<file path="config.mk">
export PLATFORM = sky130hd
export DESIGN_NAME = mux8_serializer
export DESIGN_NICKNAME = d
export VERILOG_FILES = /design/src/rtl/mux8_ser_pkg.sv /design/src/rtl/mux8_serializer_bit_prescaler.sv /design/src/rtl/mux8_serializer.sv
export SDC_FILE = /design/constraint.sdc
export NUM_CORES = 1
export LEC_CHECK = 0
export ABC_AREA = 1
export CORE_ASPECT_RATIO = 0.9
export CORE_MARGIN = 2
export CORE_UTILIZATION = 47
export CTS_CLUSTER_DIAMETER = 40
export CTS_CLUSTER_SIZE = 40
export DETAILED_ROUTE_END_ITERATION = 6
export PLACE_DENSITY = 0.77
export SLEW_MARGIN = 20
export SYNTH_ARGS = -nofsm -noshare
export SYNTH_HDL_FRONTEND = slang
export SYNTH_SLANG_ARGS = --single-unit
</file>
<file path="constraint.sdc">
create_clock -name clk -period 1.7 [get_ports clk]
set_clock_uncertainty 0.15 [all_clocks]
set_input_delay 0.255 -clock clk [delete_from_list [all_inputs] [get_ports clk]]
set_output_delay 0.255 -clock clk [all_outputs]
set_load 0.005 [all_outputs]
</file>
<file path="src/rtl/mux8_ser_pkg.sv">
// Shared types and width helpers for the mux8 serializer.
package mux8_ser_pkg;

    typedef enum logic [1:0] {
        IDLE   = 2'd0,
        SHIFT  = 2'd1,
        PARITY = 2'd2,
        DONE   = 2'd3
    } state_t;

    // $clog2 clamped to 1 so a DIV of 1 still gets a legal counter width.
    function automatic int clog2_min1(input int v);
        return (v > 1) ? $clog2(v) : 1;
    endfunction

endpackage

</file>
<file path="src/rtl/mux8_serializer_bit_prescaler.sv">
// DIV-cycle divider: while enabled, emits a one-cycle tick every DIV cycles.
module bit_prescaler
    import mux8_ser_pkg::*;
#(
    parameter int DIV = 1
) (
    input  logic clk,
    input  logic reset,
    input  logic clr,
    input  logic en,
    output logic tick
);

    localparam int            PW   = clog2_min1(DIV);
    localparam logic [PW-1:0] LAST = PW'(DIV - 1);

    logic [PW-1:0] cnt;

    assign tick = en && (cnt == LAST);

    always_ff @(posedge clk) begin
        if (reset || clr)
            cnt <= '0;
        else if (en)
            cnt <= tick ? '0 : cnt + 1'b1;
    end

endmodule

</file>
<file path="src/rtl/mux8_serializer.sv">
// Handshaked parallel-to-serial stage, LSB first, each bit held DIV cycles.
// Define MUX8_SER_PARITY_EN to append an even-parity bit-slot after the word.
module mux8_serializer
    import mux8_ser_pkg::*;
#(
    parameter int WIDTH = 8,
    parameter int DIV   = 1
) (
    input  logic                     clk,
    input  logic                     reset,
    input  logic [WIDTH-1:0]         in_data,
    input  logic                     in_valid,
    output logic                     in_ready,
    output logic [$clog2(WIDTH)-1:0] sel,
    output logic                     out_bit,
    output logic                     out_valid,
    output logic                     busy,
    output logic                     done
);

    localparam int            SW       = clog2_min1(WIDTH);
    localparam logic [SW-1:0] LAST_SEL = SW'(WIDTH - 1);

    state_t           state, state_n;
    logic [WIDTH-1:0] word;
    logic [SW-1:0]    sel_n, sel_inc;
    logic             bit_n, load, tick;

    assign sel_inc = sel + 1'b1;

    // Every status output is a pure decode of the state register.
    assign in_ready  = (state == IDLE);
    assign out_valid = (state == SHIFT) || (state == PARITY);
    assign busy      = (state != IDLE);
    assign done      = (state == DONE);

    bit_prescaler #(.DIV(DIV)) u_presc (
        .clk   (clk),
        .reset (reset),
        .clr   (load),
        .en    (out_valid),
        .tick  (tick)
    );

    always_comb begin
        state_n = state;
        sel_n   = sel;
        bit_n   = out_bit;
        load    = 1'b0;
        case (state)
            IDLE: begin
                if (in_valid) begin
                    state_n = SHIFT;
                    sel_n   = '0;
                    bit_n   = in_data[0];
                    load    = 1'b1;
                end
            end
            SHIFT: begin
                if (tick) begin
                    if (sel == LAST_SEL) begin
`ifdef MUX8_SER_PARITY_EN
                        state_n = PARITY;
                        bit_n   = ^word;
`else
                        state_n = DONE;
                        bit_n   = 1'b0;
`endif
                    end else begin
                        sel_n = sel_inc;
                        bit_n = word[sel_inc];
                    end
                end
            end
`ifdef MUX8_SER_PARITY_EN
            PARITY: begin
                if (tick) begin
                    state_n = DONE;
                    bit_n   = 1'b0;
                end
            end
`endif
            DONE:    state_n = IDLE;
            default: state_n = IDLE;
        endcase
    end

    always_ff @(posedge clk) begin
        if (reset) begin
            state   <= IDLE;
            sel     <= '0;
            out_bit <= 1'b0;
            word    <= '0;
        end else begin
            state   <= state_n;
            sel     <= sel_n;
            out_bit <= bit_n;
            if (load)
                word <= in_data;
        end
    end

endmodule

</file>
==> results.md <==
* Die height at 42.4 um
* DRT antenna net count at 0
* Syn Inst Count at 108
* Gr ovfl total at 0
* Critical R2R Launch: state[0]
* Number of global-route vias before repair at 659
* Synthesis warning total at 0
* Drc violations at 0
* Starting Density at 0.519
* Row Count at 13
* Post-synthesis sequential area ratio at 0.391
* Mapped cell area at 768 um^2
* Hold_buf cts at 0
* Maxcap violations at 0
* First-pass GRT wire length at 2810 um
* PD cells at 840 nW/um^2
* WHS Path Cells at 2
* CP Max Fanout at 3
* Final Hold Viols at 0
* Net Count, Synth at 125
* Tcrit/Tclk final at 0.931
* Average cell area after synthesis at 7.11 um^2
* Boundary pin count at 19
* Worst min-delay path startpoint: word[1]
* Ant diodes at 0
* Pre-antenna DRT Iters at 4
* Nature of the critical path endpoint: output port
* # setup viols final at 0
* Worst R2R End: sel[0]
* Clk slew on worst S/H paths at 80 ps
* Top cells by area, synth: dfxtp_1, nand2_1, ha_1, nor2_1, o21ai_0
* Inst Count DP at 149
* Crit path launch type: register
* Routed len/inst at 10.2 um
* Largest net degree at the start of global routing at 13
* Unique cell type count in the Yosys netlist at 15
* Worst rel slew slack at 0.797
* Hold Crit Class: register to register
* Die ar. at 1970 um^2
* Drt first-iter violations at 10
* NumNets Final at 150
* Post-Route Setup TNS at 0 ps
* Slew Limit Fails at 0
* Final wirelength at 1570 um
* Worst EP required at 1290 ps
* Placeable core area at 1480 um^2
* Worst Path Arrival at 1180 ps
* Vias at 718
* Peak supply drop at 461 uV
* Largest area contributor in the netlist: dfxtp_1
* Crit Path Class: register to output port
* Fmax at 632 MHz
* Cts bufs inserted at 3
* Share of cells above drive strength 1 at 0.136
* Tmin final at 1580 ps
* Flops & latches, synth at 15
* Worst slew pin tran at 304 ps
* Die W at 46.6 um
* RSZ-0062 raised after global routing: false
* R2R depth at 6
* FF-to-FF setup slack at 140 ps
* H-tree levels at 1
* Clock Latency Late Sink at 270 ps
* Dpl hpwl at 1220 um
* GP Congestion at 0.828
* Area growth from synthesis to layout at 34.7%
* Fillcell total at 128
* Port Buffers at 18
* Hold Path End: word[1]
* Synth top area share at 0.391
* CTS root buf: clkbuf_4
* CTS tree: yes
* Max clock buf depth at 2
* GRT Total Usage at 0.194
* Status: finished clean
* Vias per cell at 4.66
* Sinks on Clock Net at 15
* Leakage at 0.476 nW
* Cell Count, Final, Fillers Out at 154
* Initial antenna violation count at 0
[cell families after synthesis]
kind of cell | Yosys count | share of synthesized area
adder cells (fa/ha/maj) | 6 | 0.0977
flip-flops | 15 | 0.391
AO/OA/AOI/OAI | 19 | 0.142
AND/OR/NAND/NOR | 54 | 0.301
buffers and inverters | 14 | 0.0684
[sequential cells by signal, indices dropped and copies added, names as in the netlist]
| name | count |
|---|---|
| sel | 3 |
| out_bit | 1 |
| u_presc.cnt | 1 |
| word | 8 |
| state | 2 |
[through the flow]
step | instance area (um^2) | utilization | total power, mW | setup slack [ps] | hold slack [ps]
finish | 1030 | 0.699 | 0.869 | 117 | 339
global route | 1030 | 0.699 | 0.940 | 25.8 | 364
CTS | 1030 | 0.697 | 0.882 | 29.6 | 344
detailed placement | 987 | 0.667 | 0.684 | 38.2 | 321
global placement | 987 | 0.667 | 0.677 | 64.1 | 317
floorplan | 768 | - | 0.575 | 197 | 174
[synth_stat cells]
cell type / n
dfxtp_1: 15
o21ai_0: 11
o21a_1: 1
inv_2: 2
clkbuf_1: 1
nor2_1: 20
a21oi_4: 1
a21oi_1: 6
nor2_4: 2
nor3_1: 1
inv_1: 11
nand2_2: 1
ha_1: 6
nand2_1: 22
nand3_1: 8
[area by class of cell]
type	count	area [um^2]	area share
Multi-Input combinational cell	79	428	0.414
Sequential cell	15	304	0.294
Timing Repair Buffer	21	200	0.193
Inverter	13	48.8	0.0472
Tap cell	22	27.5	0.0266
Clock buffer	4	26.3	0.0254
[critical path, cell delays in order, from the launching register on]
cell           delay [ps]
dfxtp_2               330
buf_4                 140
ha_1                  180
dlygate4sd2_1         260
[routing by layer]
metal | GRT usage | up-vias | part of all wire
li1 | - | 392 | -
met1 | 0.266 | 305 | 0.48
met3 | 0.0647 | 4 | 0.049
met2 | 0.283 | 17 | 0.45
met5 | 0 | - | 0
met4 | 0.0667 | 0 | 0.018
[power by group]
group	total [mW]	leakage (nW)	switching, mW	internal, mW
Combinational	0.274	0.337	0.148	0.126
Sequential	0.403	0.125	0.0171	0.386
Clock	0.192	0.0150	0.101	0.0909
[worst max path at each step]
| stage | cells past startpoint | endpoint | from |
|---|---|---|---|
| 2_1_floorplan | 8 | sel[0] | state[0] |
| 3_5_place_dp | 4 | busy | state[1] |
| 5_1_grt | 6 | state[0] | state[0] |
| 4_1_cts | 2 | sel[0] | sel[0] |
| 6_report | 3 | done | state[0] |
| 3_3_place_gp | 5 | word[0] | in_valid |
[repair_timing]
item | CTS | global route
pin swaps | 0 | 0
endpoints found under the setup margin | 4 | 1
gates cloned | 0 | 0
gates resized for setup | 10 | 2
setup buffers | 1 | 0
[layout by cell type, fill, tap and decap left out]
| master | synthesis | layout |
|---|---|---|
| dlygate4sd2_1 | 0 | 4 |
| o21a_1 | 1 | 1 |
| clkdlybuf4s50_1 | 0 | 13 |
| nand3_1 | 8 | 8 |
| a21oi_1 | 6 | 6 |
| nand2_2 | 1 | 1 |
| a21oi_4 | 1 | 1 |
| nor2_4 | 2 | 2 |
| nor2_1 | 20 | 20 |
| dfxtp_2 | 0 | 3 |
| nand2_1 | 22 | 22 |
| inv_1 | 11 | 9 |
| inv_2 | 2 | 4 |
| ha_1 | 6 | 5 |
| buf_4 | 0 | 3 |
| clkbuf_4 | 0 | 3 |
| clkbuf_1 | 1 | 1 |
| o21ai_0 | 11 | 11 |
| nor3_1 | 1 | 1 |
| ha_4 | 0 | 1 |
| dfxtp_1 | 15 | 12 |
| dlymetal6s2s_1 | 0 | 1 |
(Power assumes the default switching activity.)
